[src/rtl/mem_access_stage_if.sv]
// rtl/mem_access_stage_if.sv - data-memory request/acknowledge bus between the MEM stage and data memory
interface mem_access_stage_if;
  logic        dmem_req;
  logic        dmem_we;
  logic [31:0] dmem_addr;
  logic [31:0] dmem_wdata;
  logic [3:0]  dmem_wstrb;
  logic        dmem_ack;
  logic [31:0] dmem_rdata;

  modport master (
    output dmem_req, dmem_we, dmem_addr, dmem_wdata, dmem_wstrb,
    input  dmem_ack, dmem_rdata
  );

  modport slave (
    input  dmem_req, dmem_we, dmem_addr, dmem_wdata, dmem_wstrb,
    output dmem_ack, dmem_rdata
  );
endinterface

[src/rtl/mem_access_stage.sv]
// rtl/mem_access_stage.sv - MEM pipeline stage: load/store over a req/ack data bus with stall, formatting and faults
module mem_access_stage #(
  parameter int TIMEOUT = 15
) (
  input  logic                clk,
  input  logic                rst_n,
  input  logic                ex_mem_memread,
  input  logic                ex_mem_memwrite,
  input  logic [2:0]          ex_mem_funct3,
  input  logic [31:0]         result_ex_mem,
  input  logic [31:0]         ex_mem_write_data,
  output logic [31:0]         read_data,
  output logic                mem_stall,
  output logic                mem_fault,
  mem_access_stage_if.master  dmem
);

  localparam int CW = $clog2(TIMEOUT + 1);

  typedef enum logic [1:0] {S_IDLE, S_WAIT, S_DONE} state_t;

  state_t      r_state;
  state_t      w_next;
  logic        w_stall;

  logic        r_req;
  logic        r_we;
  logic [31:0] r_addr;
  logic [31:0] r_wdata;
  logic [3:0]  r_wstrb;
  logic [2:0]  r_funct3;
  logic [1:0]  r_lane;
  logic [CW-1:0] r_cnt;
  logic [31:0] r_read_data;
  logic        r_fault;

  logic        w_load;
  logic        w_store;
  logic        w_both;
  logic        w_bad_f3;
  logic        w_misalign;
  logic        w_legal;
  logic        w_fault_idle;
  logic        w_timeout;
  logic [31:0] w_wdata;
  logic [3:0]  w_wstrb;
  logic [7:0]  w_byte;
  logic [15:0] w_half;
  logic [31:0] w_load_data;

  assign w_load  = ex_mem_memread & ~ex_mem_memwrite;
  assign w_store = ex_mem_memwrite & ~ex_mem_memread;
  assign w_both  = ex_mem_memread & ex_mem_memwrite;

  // Reserved funct3 encodings differ for loads (011/11x) and stores (only 000..010 legal)
  assign w_bad_f3 = w_load  ? ((ex_mem_funct3 == 3'b011) || (ex_mem_funct3[2:1] == 2'b11)) :
                    w_store ? (ex_mem_funct3[2] || (ex_mem_funct3[1:0] == 2'b11)) : 1'b0;

  assign w_misalign = ((ex_mem_funct3[1:0] == 2'b01) & result_ex_mem[0]) |
                      ((ex_mem_funct3[1:0] == 2'b10) & (|result_ex_mem[1:0]));

  assign w_legal      = (w_load | w_store) & ~w_bad_f3 & ~w_misalign;
  assign w_fault_idle = w_both | ((w_load | w_store) & (w_bad_f3 | w_misalign));
  assign w_timeout    = (r_cnt == CW'(TIMEOUT - 1));

  // Store lane replication and byte enables from size and low address bits
  always_comb begin
    w_wdata = ex_mem_write_data;
    w_wstrb = 4'b1111;
    case (ex_mem_funct3[1:0])
      2'b00: begin
        w_wdata = {4{ex_mem_write_data[7:0]}};
        w_wstrb = 4'b0001 << result_ex_mem[1:0];
      end
      2'b01: begin
        w_wdata = {2{ex_mem_write_data[15:0]}};
        w_wstrb = result_ex_mem[1] ? 4'b1100 : 4'b0011;
      end
      default: begin
        w_wdata = ex_mem_write_data;
        w_wstrb = 4'b1111;
      end
    endcase
  end

  // Load lane selection and sign/zero extension using the latched size and lane
  always_comb begin
    w_byte = dmem.dmem_rdata[7:0];
    case (r_lane)
      2'd0: w_byte = dmem.dmem_rdata[7:0];
      2'd1: w_byte = dmem.dmem_rdata[15:8];
      2'd2: w_byte = dmem.dmem_rdata[23:16];
      default: w_byte = dmem.dmem_rdata[31:24];
    endcase
    w_half = r_lane[1] ? dmem.dmem_rdata[31:16] : dmem.dmem_rdata[15:0];
    case (r_funct3)
      3'b000:  w_load_data = {{24{w_byte[7]}}, w_byte};
      3'b001:  w_load_data = {{16{w_half[15]}}, w_half};
      3'b100:  w_load_data = {24'd0, w_byte};
      3'b101:  w_load_data = {16'd0, w_half};
      default: w_load_data = dmem.dmem_rdata;
    endcase
  end

  // State register
  always_ff @(posedge clk or negedge rst_n) begin
    if (!rst_n) r_state <= S_IDLE;
    else        r_state <= w_next;
  end

  // Next state and stall; DONE never stalls so the pipeline advances past the access
  always_comb begin
    w_next  = r_state;
    w_stall = 1'b0;
    case (r_state)
      S_IDLE: begin
        if (w_legal) begin
          w_stall = 1'b1;
          w_next  = S_WAIT;
        end
      end
      S_WAIT: begin
        w_stall = 1'b1;
        if (dmem.dmem_ack || w_timeout) w_next = S_DONE;
      end
      S_DONE:  w_next = S_IDLE;
      default: w_next = S_IDLE;
    endcase
  end

  // Gated by rst_n so stall drops at once during reset even if EX/MEM still holds an access
  assign mem_stall = w_stall & rst_n;

  // Bus request, counter, load result and fault pulse
  always_ff @(posedge clk or negedge rst_n) begin
    if (!rst_n) begin
      r_req       <= 1'b0;
      r_we        <= 1'b0;
      r_addr      <= 32'd0;
      r_wdata     <= 32'd0;
      r_wstrb     <= 4'd0;
      r_funct3    <= 3'd0;
      r_lane      <= 2'd0;
      r_cnt       <= '0;
      r_read_data <= 32'd0;
      r_fault     <= 1'b0;
    end else begin
      r_fault <= 1'b0;
      case (r_state)
        S_IDLE: begin
          if (w_fault_idle) begin
            r_fault     <= 1'b1;
            r_read_data <= 32'd0;
          end else if (w_legal) begin
            r_req    <= 1'b1;
            r_we     <= w_store;
            r_addr   <= {result_ex_mem[31:2], 2'b00};
            r_wdata  <= w_wdata;
            r_wstrb  <= w_store ? w_wstrb : 4'b0000;
            r_funct3 <= ex_mem_funct3;
            r_lane   <= result_ex_mem[1:0];
            r_cnt    <= '0;
          end
        end
        S_WAIT: begin
          r_cnt <= r_cnt + CW'(1);
          if (dmem.dmem_ack) begin
            r_req <= 1'b0;
            if (!r_we) r_read_data <= w_load_data;
          end else if (w_timeout) begin
            r_req       <= 1'b0;
            r_fault     <= 1'b1;
            r_read_data <= 32'd0;
          end
        end
        default: ;
      endcase
    end
  end

  assign dmem.dmem_req   = r_req;
  assign dmem.dmem_we    = r_we;
  assign dmem.dmem_addr  = r_addr;
  assign dmem.dmem_wdata = r_wdata;
  assign dmem.dmem_wstrb = r_wstrb;
  assign read_data       = r_read_data;
  assign mem_fault       = r_fault;

endmodule

[src/flat_wrapper.sv]
// flat-port wrapper written by rule: the top's interface ports become plain ports
module mem_access_stage_flat 
#(
  parameter int TIMEOUT = 15
)
  (clk, rst_n, ex_mem_memread, ex_mem_memwrite, ex_mem_funct3, result_ex_mem, ex_mem_write_data, read_data, mem_stall, mem_fault, dmem_dmem_req, dmem_dmem_we, dmem_dmem_addr, dmem_dmem_wdata, dmem_dmem_wstrb, dmem_dmem_ack, dmem_dmem_rdata);
  mem_access_stage_if dmem_i ();
  input  logic clk;
  input  logic rst_n;
  input  logic ex_mem_memread;
  input  logic ex_mem_memwrite;
  input  logic [2:0] ex_mem_funct3;
  input  logic [31:0] result_ex_mem;
  input  logic [31:0] ex_mem_write_data;
  output logic [31:0] read_data;
  output logic mem_stall;
  output logic mem_fault;
  output wire logic [$bits(dmem_i.dmem_req)-1:0] dmem_dmem_req;
  output wire logic [$bits(dmem_i.dmem_we)-1:0] dmem_dmem_we;
  output wire logic [$bits(dmem_i.dmem_addr)-1:0] dmem_dmem_addr;
  output wire logic [$bits(dmem_i.dmem_wdata)-1:0] dmem_dmem_wdata;
  output wire logic [$bits(dmem_i.dmem_wstrb)-1:0] dmem_dmem_wstrb;
  input wire logic [$bits(dmem_i.dmem_ack)-1:0] dmem_dmem_ack;
  input wire logic [$bits(dmem_i.dmem_rdata)-1:0] dmem_dmem_rdata;
  assign dmem_dmem_req = dmem_i.dmem_req;
  assign dmem_dmem_we = dmem_i.dmem_we;
  assign dmem_dmem_addr = dmem_i.dmem_addr;
  assign dmem_dmem_wdata = dmem_i.dmem_wdata;
  assign dmem_dmem_wstrb = dmem_i.dmem_wstrb;
  assign dmem_i.dmem_ack = dmem_dmem_ack;
  assign dmem_i.dmem_rdata = dmem_dmem_rdata;
  mem_access_stage #(.TIMEOUT(TIMEOUT)) u_core (.clk(clk), .rst_n(rst_n), .ex_mem_memread(ex_mem_memread), .ex_mem_memwrite(ex_mem_memwrite), .ex_mem_funct3(ex_mem_funct3), .result_ex_mem(result_ex_mem), .ex_mem_write_data(ex_mem_write_data), .read_data(read_data), .mem_stall(mem_stall), .mem_fault(mem_fault), .dmem(dmem_i));
endmodule
[config.mk]
export PLATFORM = sky130hd
export DESIGN_NAME = mem_access_stage_flat
export DESIGN_NICKNAME = d
export VERILOG_FILES = /design/src/rtl/mem_access_stage_if.sv /design/src/rtl/mem_access_stage.sv /design/src/flat_wrapper.sv
export SDC_FILE = /design/constraint.sdc
export NUM_CORES = 1
export LEC_CHECK = 0
export ABC_AREA = 1
export CORE_MARGIN = 2
export CORE_UTILIZATION = 33
export CTS_CLUSTER_DIAMETER = 80
export DETAILED_ROUTE_END_ITERATION = 7
export MAX_ROUTING_LAYER = met4
export PLACE_DENSITY = 0.68
export SYNTH_ARGS = -nofsm -noshare
export SYNTH_HDL_FRONTEND = slang
export SYNTH_SLANG_ARGS = --single-unit
[constraint.sdc]
create_clock -name clk -period 1.7 [get_ports clk]
set_input_delay 0.34 -clock clk [delete_from_list [all_inputs] [get_ports clk]]
set_output_delay 0.34 -clock clk [all_outputs]
set_load 0.02 [all_outputs]
==> results.yml <==
global_route:
  grt_pass1_wl_um: 26400
  grtUsageTotal_pct: 19.1
  globalRouteOverflowTotal: 0
  grt_max_degree: 113
  antenna_found_initial: 3
  grt_pass1_vias: 5181
route:
  vias_per_cell: 4.77
  highest_layer: "met4"
  vias: 5515
  drt_iter0_drc: 389
  drt-total-wl_um: 17400
  wl_met1_um: 7560
  met2WireLength_um: 8090
  drt-pass1-iter-count: 5
  route.met3.wl_um: 1460
  remaining_drc_errors: 0
  routedWlPerCell_um: 15.1
  ant_nets: 0
pwr:
  swShare_pct: 41.2
  seqPwrFrac_pct: 31.2
  p_int_w: 0.00835
  power_w: 0.0142
  p_comb_share_pct: 54.2
  peakVddDrop_uv: 851
  p_clk_share_pct: 14.5
  p_per_area_mw_per_mm2: 1610
  p_leak_nw: 4.73
  p_sw_w: 0.00585
status:
  violations: "negative setup slack"
  outcome: "finished with violations"
logic_synthesis:
  yosys_warnings: 0
  yosysTopAreaCell: "dfrtp_1"
  synth_top_area_share_pct: 50.5
  synth_seq_area_share_pct: 50.5
  ys_top_cells_by_area: "dfrtp_1 50%, nand2_1 15%, nand3_1 4.8%, o21ai_2 4.1%, o21ai_0 3.9%"
  synth_edf_count: 0
  async_flop_share_pct: 100
  yosys.cell_count.top_type: "nand2_1"
  postSynthCellCount: 687
  ys.flop_type: "dfrtp_1"
  syn_area_sq_mm: 0.00555
  synthTopCellsByCount: "218 x nand2_1, 112 x dfrtp_1, 53 x nand3_1"
  avgSynthCellArea_sq_um: 8.08
  ys_ff_latch: 112
  synth_cell_type_count: 34
placement:
  dp_hpwl_um: 11900
  dp_slack_ns: -0.881
  routabilityCongestion: 0.823
  portBuffers: 205
  place_area_sq_mm: 0.00812
finish:
  final_core_util_pct: 53.3
  fin_area_sq_mm: 0.00881
  drive_gt1_share_pct: 15.6
  final.fill_count: 1552
  fin_nets: 1037
  syn_to_final_growth_pct: 58.7
sta:
  period_needed_ns: 1.70
  layout_setup_ws_ns: -0.00199
  report.final.setup_viol: 1
  clock.fmax_mhz: 588
  rsz0062_at_grt: "yes"
  finalHoldViolations: 0
  whs_ns: 0.116
  skew_ns: 0.00847
  slew_viol_final: 0
  relSlewSlack_pct: 59.6
  worst_slew_pin_slew_ns: 0.606
  fin_crit_sh_pct: 100
setup_path:
  critPathMaxStageDelay_ns: 0.40
  worst-path-buf-inv: 2
  cp.required_ns: 1.93
  cp.arrival_ns: 1.93
  worstSetupStartpoint: "u_core.r_cnt[0]"
  path_cells: "inv_2 > ha_4 > nand3_4 > nand3b_1 > nand2_2 > a21oi_4 > nand2_4 > clkbuf_16 > nand2_1 > o21ai_0"
  cp_slowest_cell: "dfrtp_1"
  worstPathMaxFanout: 6
  end_kind: "flip-flop"
  start_kind: "flip-flop"
  path_delay_family: "simple AND/OR/NAND/NOR gates"
  r2r_start: "u_core.r_cnt[0]"
  crit_type: "flip-flop to flip-flop"
clocking:
  path_clk_slew_ns: 0.07
  clk_latency_ns: 0.35
  cts_made_buffers: 9
  clock-sinks: 112
  h-tree-depth: 3
  cts_tree: "done"
  cts-root-buf: "clkbuf_16"
  clock_path_buffers: 2
  cts_hold_buffers: 0
floorplanning:
  die_h_um: 134
  core-area_sq_mm: 0.0165
  die_w_um: 134
  die_area_sq_mm: 0.0179
  start_util_pct: 33.6
  floorplan.rows: 47
  io_pins: 208
worst_hold_path:
  hp-class: "input pin to async pin"
run:
  cap_violations: 0
-- sequential cells by signal (all words and copies together), names as in the netlist --
name,cells
u_core.dmem.dmem_addr,30
u_core.dmem.dmem_req,1
u_core.dmem.dmem_wdata,32
u_core.dmem.dmem_we,1
u_core.dmem.dmem_wstrb,4
u_core.mem_fault,1
u_core.r_cnt,4
u_core.r_funct3,3
u_core.r_lane,2
u_core.r_state,2
u_core.read_data,32
-- power by group through the flow --
| stage | Sequential [W] | Clock, W | Combinational, W |
|---|---|---|---|
| 2_1_floorplan | 0.00565 | 0 | 0.00260 |
| 3_3_place_gp | 0.00445 | 0 | 0.00726 |
| 3_5_place_dp | 0.00445 | 0 | 0.00733 |
| 4_1_cts | 0.00443 | 0.00212 | 0.00732 |
| 5_1_grt | 0.00457 | 0.00221 | 0.00834 |
| 6_report | 0.00443 | 0.00207 | 0.00770 |
-- cells by family after synthesis --
logic type	Yosys count	synth area share, %
other	1	0.0675
AO/OA/AOI/OAI	146	15.8
flip-flops	112	50.5
buffers and inverters	86	7.43
adder cells (fa/ha/maj)	5	1.13
AND/OR/NAND/NOR	337	25.1
-- repair_timing --
action                                  in CTS  in global routing
resized for setup                           41                 71
endpoints found under the setup margin     112                106
cloned                                       0                  8
pin swaps                                    9                  7
buffers inserted                            10                  1
-- per-layer routing --
metal | GRT usage [%] | vias to the layer above
li1 | - | 2722
met1 | 24.7 | 2555
met2 | 29.3 | 221
met3 | 5.48 | 17
met4 | 5.50 | 0
met5 | - | -
-- final timing paths --
path | endpoint | slack, ns | depth (start not counted)
setup / recovery | u_core.read_data[5] | -0.002 | 10
hold / removal | u_core.read_data[15] | 0.12 | 2
setup reg to reg | u_core.read_data[5] | -0.002 | 10
hold reg to reg | u_core.dmem.dmem_addr[3] | 0.47 | 2
max in group asynchronous | u_core.dmem.dmem_addr[4] | 1.14 | 2
min in group clk | u_core.r_funct3[2] | 0.46 | 4
-- per-stage QoR --
stage / TNS, ns / std cells
6_report: -0.00199 / 1156
5_1_grt: -2.01 / 1156
2_1_floorplan: 0 / 688
4_1_cts: -0.00556 / 1144
3_3_place_gp: -68.39 / 1118
3_5_place_dp: -75.13 / 1118
-- area by class of cell --
type / count / area, sq um / area share [%]
repair buffers: 269 / 2840 / 32.2
flip-flops and latches: 112 / 2800 / 31.8
multi-input cells: 491 / 2430 / 27.6
well taps: 220 / 275 / 3.12
clock buffers: 13 / 260 / 2.95
inverters: 45 / 169 / 1.92
clock inverters: 3 / 25.0 / 0.284
diodes: 3 / 7.51 / 0.0852
-- layout by cell type, fill, tap and decap left out, types with 6 or more instances in the layout --
cell type,count
nand2_2,6
dlygate4sd2_1,11
o21ai_1,34
dlymetal6s2s_1,48
clkdlybuf4s50_1,140
nand2_1,214
nand3_1,50
a221oi_1,6
dfrtp_1,112
nor2_1,47
o211ai_1,6
inv_2,8
o21ai_2,26
a21oi_1,34
buf_12,10
inv_1,37
clkbuf_16,13
o21ai_0,35
buf_4,47
No activity file was read; power rests on OpenSTA's default activity.
